File: src/rtl/seq_signed_mult_display.sv
// rtl/seq_signed_mult_display.sv - signed shift-add multiplier with double-dabble BCD and scrolling 7-seg readout
module seq_signed_mult_display #(
    parameter int W            = 8,
    parameter int ND           = 5,
    parameter int DIGITS_SHOWN = 3,
    parameter int REFRESH_DIV  = 100000
) (
    input  logic                    clk,
    input  logic                    rst,
    input  logic                    start,
    input  logic                    scroll_left,
    input  logic                    scroll_right,
    input  logic [W-1:0]            multiplier,
    input  logic [W-1:0]            multiplicand,
    output logic                    busy,
    output logic                    done,
    output logic [2*W-1:0]          product,
    output logic [6:0]              segments,
    output logic [DIGITS_SHOWN:0]   anode_active
);

    localparam int M      = 2 * W - 1;
    localparam int CW     = $clog2(M + 1);
    localparam int MAXOFF = ND - DIGITS_SHOWN;
    localparam int OW     = (MAXOFF > 0) ? $clog2(MAXOFF + 1) : 1;
    localparam int SW     = $clog2(DIGITS_SHOWN + 1);
    localparam int RW     = $clog2(REFRESH_DIV + 1);

    typedef enum logic [1:0] {S_IDLE, S_MULT, S_CONV, S_FIN} state_t;

    state_t              state, state_next;
    logic [CW-1:0]       cnt;
    logic [M-1:0]        a_sh;
    logic [W-1:0]        b_sh;
    logic [M-1:0]        acc;
    logic [M-1:0]        acc_next;
    logic                neg;
    logic [M-1:0]        dd_bin;
    logic [4*ND-1:0]     dd_bcd;
    logic [4*ND-1:0]     dd_adj;
    logic [4*ND-1:0]     bcd_q;
    logic [4*ND-1:0]     bcd_next;
    logic                sign_neg;
    logic                sign_next;
    logic [W-1:0]        mag_a;
    logic [W-1:0]        mag_b;
    logic [2*W-1:0]      mag_ext;
    logic [2*W-1:0]      prod_fin;
    logic                start_accept;

    logic [OW-1:0]       off, off_next;
    logic [RW-1:0]       rcnt, rcnt_next;
    logic [SW-1:0]       slot, slot_next;
    logic [3:0]          dig;
    int                  idx;
    logic [6:0]          seg_next;
    logic [DIGITS_SHOWN:0] anode_next;

    function automatic logic [6:0] seg_decode(input logic [3:0] d);
        case (d)
            4'd0:    return 7'b0000001;
            4'd1:    return 7'b1001111;
            4'd2:    return 7'b0010010;
            4'd3:    return 7'b0000110;
            4'd4:    return 7'b1001100;
            4'd5:    return 7'b0100100;
            4'd6:    return 7'b0100000;
            4'd7:    return 7'b0001111;
            4'd8:    return 7'b0000000;
            4'd9:    return 7'b0000100;
            default: return 7'b1111111;
        endcase
    endfunction

    assign start_accept = start && (state == S_IDLE);
    assign mag_a = multiplicand[W-1] ? (~multiplicand + W'(1)) : multiplicand;
    assign mag_b = multiplier[W-1]   ? (~multiplier + W'(1))   : multiplier;
    assign acc_next = acc + (b_sh[0] ? a_sh : '0);
    assign mag_ext  = {1'b0, acc};
    assign prod_fin = neg ? (~mag_ext + (2*W)'(1)) : mag_ext;

    always_comb begin
        state_next = state;
        case (state)
            S_IDLE: if (start) state_next = S_MULT;
            S_MULT: if (cnt == CW'(W - 1)) state_next = S_CONV;
            S_CONV: if (cnt == CW'(M - 1)) state_next = S_FIN;
            S_FIN:  state_next = S_IDLE;
            default: state_next = S_IDLE;
        endcase
    end

    always_ff @(posedge clk) begin
        if (rst) state <= S_IDLE;
        else     state <= state_next;
    end

    // add-3 correction applied to every digit before each dabble shift
    always_comb begin
        dd_adj = dd_bcd;
        for (int i = 0; i < ND; i++) begin
            if (dd_adj[4*i +: 4] >= 4'd5) dd_adj[4*i +: 4] = dd_adj[4*i +: 4] + 4'd3;
        end
    end

    always_ff @(posedge clk) begin
        if (rst) begin
            cnt      <= '0;
            a_sh     <= '0;
            b_sh     <= '0;
            acc      <= '0;
            neg      <= 1'b0;
            dd_bin   <= '0;
            dd_bcd   <= '0;
            product  <= '0;
            busy     <= 1'b0;
            done     <= 1'b0;
        end else begin
            busy <= (state_next != S_IDLE);
            done <= (state == S_FIN);
            case (state)
                S_IDLE: begin
                    if (start) begin
                        a_sh <= {{(M-W){1'b0}}, mag_a};
                        b_sh <= mag_b;
                        acc  <= '0;
                        neg  <= multiplier[W-1] ^ multiplicand[W-1];
                        cnt  <= '0;
                    end
                end
                S_MULT: begin
                    acc  <= acc_next;
                    a_sh <= a_sh << 1;
                    b_sh <= b_sh >> 1;
                    if (cnt == CW'(W - 1)) begin
                        cnt    <= '0;
                        dd_bin <= acc_next;
                        dd_bcd <= '0;
                    end else begin
                        cnt <= cnt + CW'(1);
                    end
                end
                S_CONV: begin
                    dd_bcd <= {dd_adj[4*ND-2:0], dd_bin[M-1]};
                    dd_bin <= {dd_bin[M-2:0], 1'b0};
                    cnt    <= cnt + CW'(1);
                end
                S_FIN: product <= prod_fin;
                default: ;
            endcase
        end
    end

    // display pipeline registers the decode of next-state values so that
    // commits and scrolls appear on the same edge that makes them
    always_comb begin
        bcd_next  = (state == S_FIN) ? dd_bcd : bcd_q;
        sign_next = (state == S_FIN) ? (neg && (acc != '0)) : sign_neg;

        off_next = off;
        if (start_accept) off_next = '0;
        else if (scroll_right && !scroll_left && (off < OW'(MAXOFF))) off_next = off + OW'(1);
        else if (scroll_left && !scroll_right && (off != '0)) off_next = off - OW'(1);

        rcnt_next = rcnt + RW'(1);
        slot_next = slot;
        if (rcnt == RW'(REFRESH_DIV - 1)) begin
            rcnt_next = '0;
            slot_next = (slot == SW'(DIGITS_SHOWN)) ? '0 : slot + SW'(1);
        end

        idx = MAXOFF - int'(off_next) + int'(slot_next);
        dig = 4'd0;
        for (int i = 0; i < ND; i++) begin
            if (i == idx) dig = bcd_next[4*i +: 4];
        end

        if (slot_next == SW'(DIGITS_SHOWN)) seg_next = sign_next ? 7'b1111110 : 7'b1111111;
        else                                seg_next = seg_decode(dig);
        anode_next = ~((DIGITS_SHOWN+1)'(1) << slot_next);
    end

    always_ff @(posedge clk) begin
        if (rst) begin
            bcd_q        <= '0;
            sign_neg     <= 1'b0;
            off          <= '0;
            rcnt         <= '0;
            slot         <= '0;
            segments     <= 7'b0000001;
            anode_active <= ~((DIGITS_SHOWN+1)'(1));
        end else begin
            bcd_q        <= bcd_next;
            sign_neg     <= sign_next;
            off          <= off_next;
            rcnt         <= rcnt_next;
            slot         <= slot_next;
            segments     <= seg_next;
            anode_active <= anode_next;
        end
    end

endmodule

File: config.mk
export PLATFORM = sky130hd
export DESIGN_NAME = seq_signed_mult_display
export DESIGN_NICKNAME = d
export VERILOG_FILES = /design/src/rtl/seq_signed_mult_display.sv
export SDC_FILE = /design/constraint.sdc
export NUM_CORES = 1
export LEC_CHECK = 0
export ABC_AREA = 1
export CAP_MARGIN = 10
export CORE_MARGIN = 2
export CORE_UTILIZATION = 42
export DETAILED_ROUTE_END_ITERATION = 8
export DONT_BUFFER_PORTS = 1
export MAX_ROUTING_LAYER = met4
export PLACE_DENSITY = 0.62
export SLEW_MARGIN = 20
export SYNTH_ARGS = -nofsm -noshare
export SYNTH_HDL_FRONTEND = slang
export SYNTH_SLANG_ARGS = --single-unit
File: constraint.sdc
create_clock -name clk -period 3.9 [get_ports clk]
set_clock_uncertainty 0.2 [all_clocks]
set_input_delay 0.585 -clock clk [delete_from_list [all_inputs] [get_ports clk]]
set_output_delay 0.585 -clock clk [all_outputs]
set_load 0.01 [all_outputs]
==> results.yml <==
pwr:
  switching_share: 0.225
  comb_power_share: 0.074
  seqPwrFrac: 0.431
  ir_drop_uv: 261
  p_int_w: 0.00290
  power_density_nw_per_um2: 400
  leakage_nw: 4.04
  power_frac_clock: 0.495
  switching_power_w: 0.000844
drt:
  drc: 0
  vias_per_cell: 5.06
  vias: 7392
  drt-wirelength-per-cell_um: 13.3
  drtPass1Iterations: 5
  ant_nets: 0
  wirelength_um: 19400
  drt_iter0_markers: 499
place:
  place_ws_ns: 0.00670
  place_congestion: 0.912
  dp_hpwl_um: 13800
  port-buffer-count: 0
logic_synthesis:
  ys_ff_latch: 151
  synth.avg_cell_area_um2: 7.03
  yosys-top-cells-area: "dfxtp_1 (36%), nand2_1 (12%), a21oi_1 (8.7%), ha_1 (7.0%), inv_1 (5.6%)"
  synth_nets: 1263
  synth-seq-area-share: 0.361
  synth_flop_cell: "dfxtp_1"
  async_flop_share: 0
  yosysWarningCount: 0
  yosys.cell_types.count: 52
  synth-edff-count: 0
  syn_area_um2: 8380
  synth.largest_area_cell: "dfxtp_1"
  netlist.area_leader.share: 0.361
  netlist_instances: 1193
floorplanning:
  boundaryPins: 50
  dieArea_um2: 21100
  start_util: 0.429
  die_y_um: 145
  die_w_um: 145
  core-area_um2: 19500
  rows: 51
clocking:
  cts_sinks: 151
  cts_buffer_depth: 2
  cts_tree: "yes"
  clockRootBuffer: "clkbuf_16"
  clkLatencyLatePin_ns: 0.43
  htreeDepth: 4
  clk_pin_slew_ns: 0.06
  cts_buffers: 17
grt:
  grtUsageTotal: 0.193
  antenna_found_initial: 0
  grt_first_pass_wirelength_um: 32900
  grt_max_degree: 102
  grt_pass1_vias: 6748
  grt_remaining_overflow: 0
cells_and_area:
  final_cell_mix: "nand2_1 (261), dfxtp_1 (151), a21oi_1 (145)"
  area_growth_pct: 11.5
  layout.nets: 1258
  final_common_cell: "nand2_1"
  diodes: 0
  drive_above_1_share: 0.0911
  final_util: 0.479
critical_path:
  critPathKind: "reg2reg"
  critPathRequiredTime_ns: 4.02
  critical_path.max_stage_delay_ns: 0.62
  crit_chain: "ha_1, nand2_1, nor2_2, nand3_2, o21ai_2, inv_1, ha_1, fa_2, nor2_4, nand4_1, inv_2, nor2_2, nand3_1, nand2_2, inv_1, ha_1, inv_1, nand4_1, nand2_1, nor2_1, nor2_1, nor2_1"
  critPathLaunchType: "flop"
  crit_arrival_ns: 3.76
  critPathSlowestCell: "fa_2"
  critPathMaxFanout: 4
  end_kind: "flop"
sta:
  setup_viol_count_final: 0
  final_max_slew_viol_count: 0
  worst_pin_slew_ns: 0.694
  fin_ws_ns: 0.260
  tns_ns: 0
  max_freq_mhz: 275
  hold_viol: 0
  period_share: 0.933
  min_period_ns: 3.64
  slew_headroom: 0.537
job:
  drv_cap: 0
hold_path:
  hold_class: "in2reg"
status:
  status: "finished, final reports clean"
state kept, by name, indices dropped and copies added, names as in the netlist, 7 cells and up:
signal and flops:
bcd_q 20, dd_bcd 20, rcnt 17, product 16, a_sh 15, acc 15, dd_bin 15, b_sh 8
segments 7
repair_timing:
action,4_1_cts,5_1_grt
pin swaps,0,9
setup buffers,0,4
gates resized for setup,1,17
hold buffers,0,0
setup endpoints to repair,5,7
layout make-up:
| type | count | area (um2) |
|---|---|---|
| clock buffers | 19 | 453 |
| clock inverters | 9 | 199 |
| fillers | 1984 | 10200 |
| inverters | 129 | 487 |
| multi-input cells | 866 | 4680 |
| flip-flops and latches | 151 | 3020 |
| well taps | 265 | 332 |
| repair buffers | 23 | 173 |
cells in the mapped netlist, types with 3 or more instances:
| cell | n |
|---|---|
| a21oi_1 | 146 |
| buf_6 | 5 |
| o21ai_2 | 4 |
| nand2_1 | 263 |
| nand3_1 | 49 |
| nand4_1 | 22 |
| or2_2 | 7 |
| nand2_2 | 10 |
| a31oi_1 | 8 |
| o21ai_1 | 6 |
| nand3_2 | 4 |
| nor2_1 | 120 |
| nor3_1 | 11 |
| o21ai_0 | 75 |
| or2_1 | 4 |
| o211ai_1 | 12 |
| inv_2 | 3 |
| nor2_2 | 6 |
| xor2_1 | 26 |
| ha_1 | 47 |
| clkbuf_1 | 28 |
| a211oi_1 | 10 |
| inv_1 | 124 |
| dfxtp_1 | 151 |
| buf_2 | 10 |
| xnor2_1 | 9 |
critical path, delay by kind of cell, from the launching register on:
kind                     cells  cell delay (ns)
AND/OR/NAND/NOR             13             1.30
buffers and inverters        4             0.25
flip-flops                   1             0.37
AO/OA/AOI/OAI                1             0.19
adder cells (fa/ha/maj)      4             1.21
power by group through the flow:
stage | logic, W | registers [W] | clock network, W
floorplan | 0.000222 | 0.00163 | 0
global placement | 0.000264 | 0.00165 | 0
finish | 0.000277 | 0.00161 | 0.00185
global route | 0.000319 | 0.00162 | 0.00194
detailed placement | 0.000265 | 0.00165 | 0
CTS | 0.000268 | 0.00161 | 0.00189
worst paths after layout:
path	startpoint	endpoint	slack (ns)	depth (start not counted)
worst max-delay path	rcnt[0]$_SDFF_PP0_	segments[3]$_SDFF_PP0_	0.26	22
worst min-delay path	rst	b_sh[3]$_SDFFE_PP0P_	0.02	1
worst max register to register	rcnt[0]$_SDFF_PP0_	segments[3]$_SDFF_PP0_	0.26	22
worst min register to register	b_sh[3]$_SDFFE_PP0P_	b_sh[3]$_SDFFE_PP0P_	0.26	2
metal layers:
layer,wire length [um],track usage,vias to the layer above
met5,0,-,-
met4,259,0.0554,0
met3,949,0.0390,21
met2,8130,0.278,169
met1,10000,0.273,3296
li1,-,-,3906
cells by family (layout without fill, tap and decap cells):
group,Yosys count,after routing,share of synthesized area
buffers and inverters,176,180,0.0869
AOI/OAI and AO/OA,273,273,0.177
adders and majority gates,49,49,0.0749
and+or+nand+nor,509,509,0.264
xor gates and xnor gates,35,35,0.0366
DFF,151,151,0.361
metrics by stage:
step,area [um2],instances,power (W),hold slack [ns]
floorplan,8380,1193,0.00186,0.230
global placement,8620,1430,0.00191,0.245
detailed placement,8620,1430,0.00191,0.248
CTS,9270,1458,0.00377,0.00972
global route,9350,1462,0.00388,0.00643
finish,9350,1462,0.00374,0.0243
(Power assumes the default switching activity.)
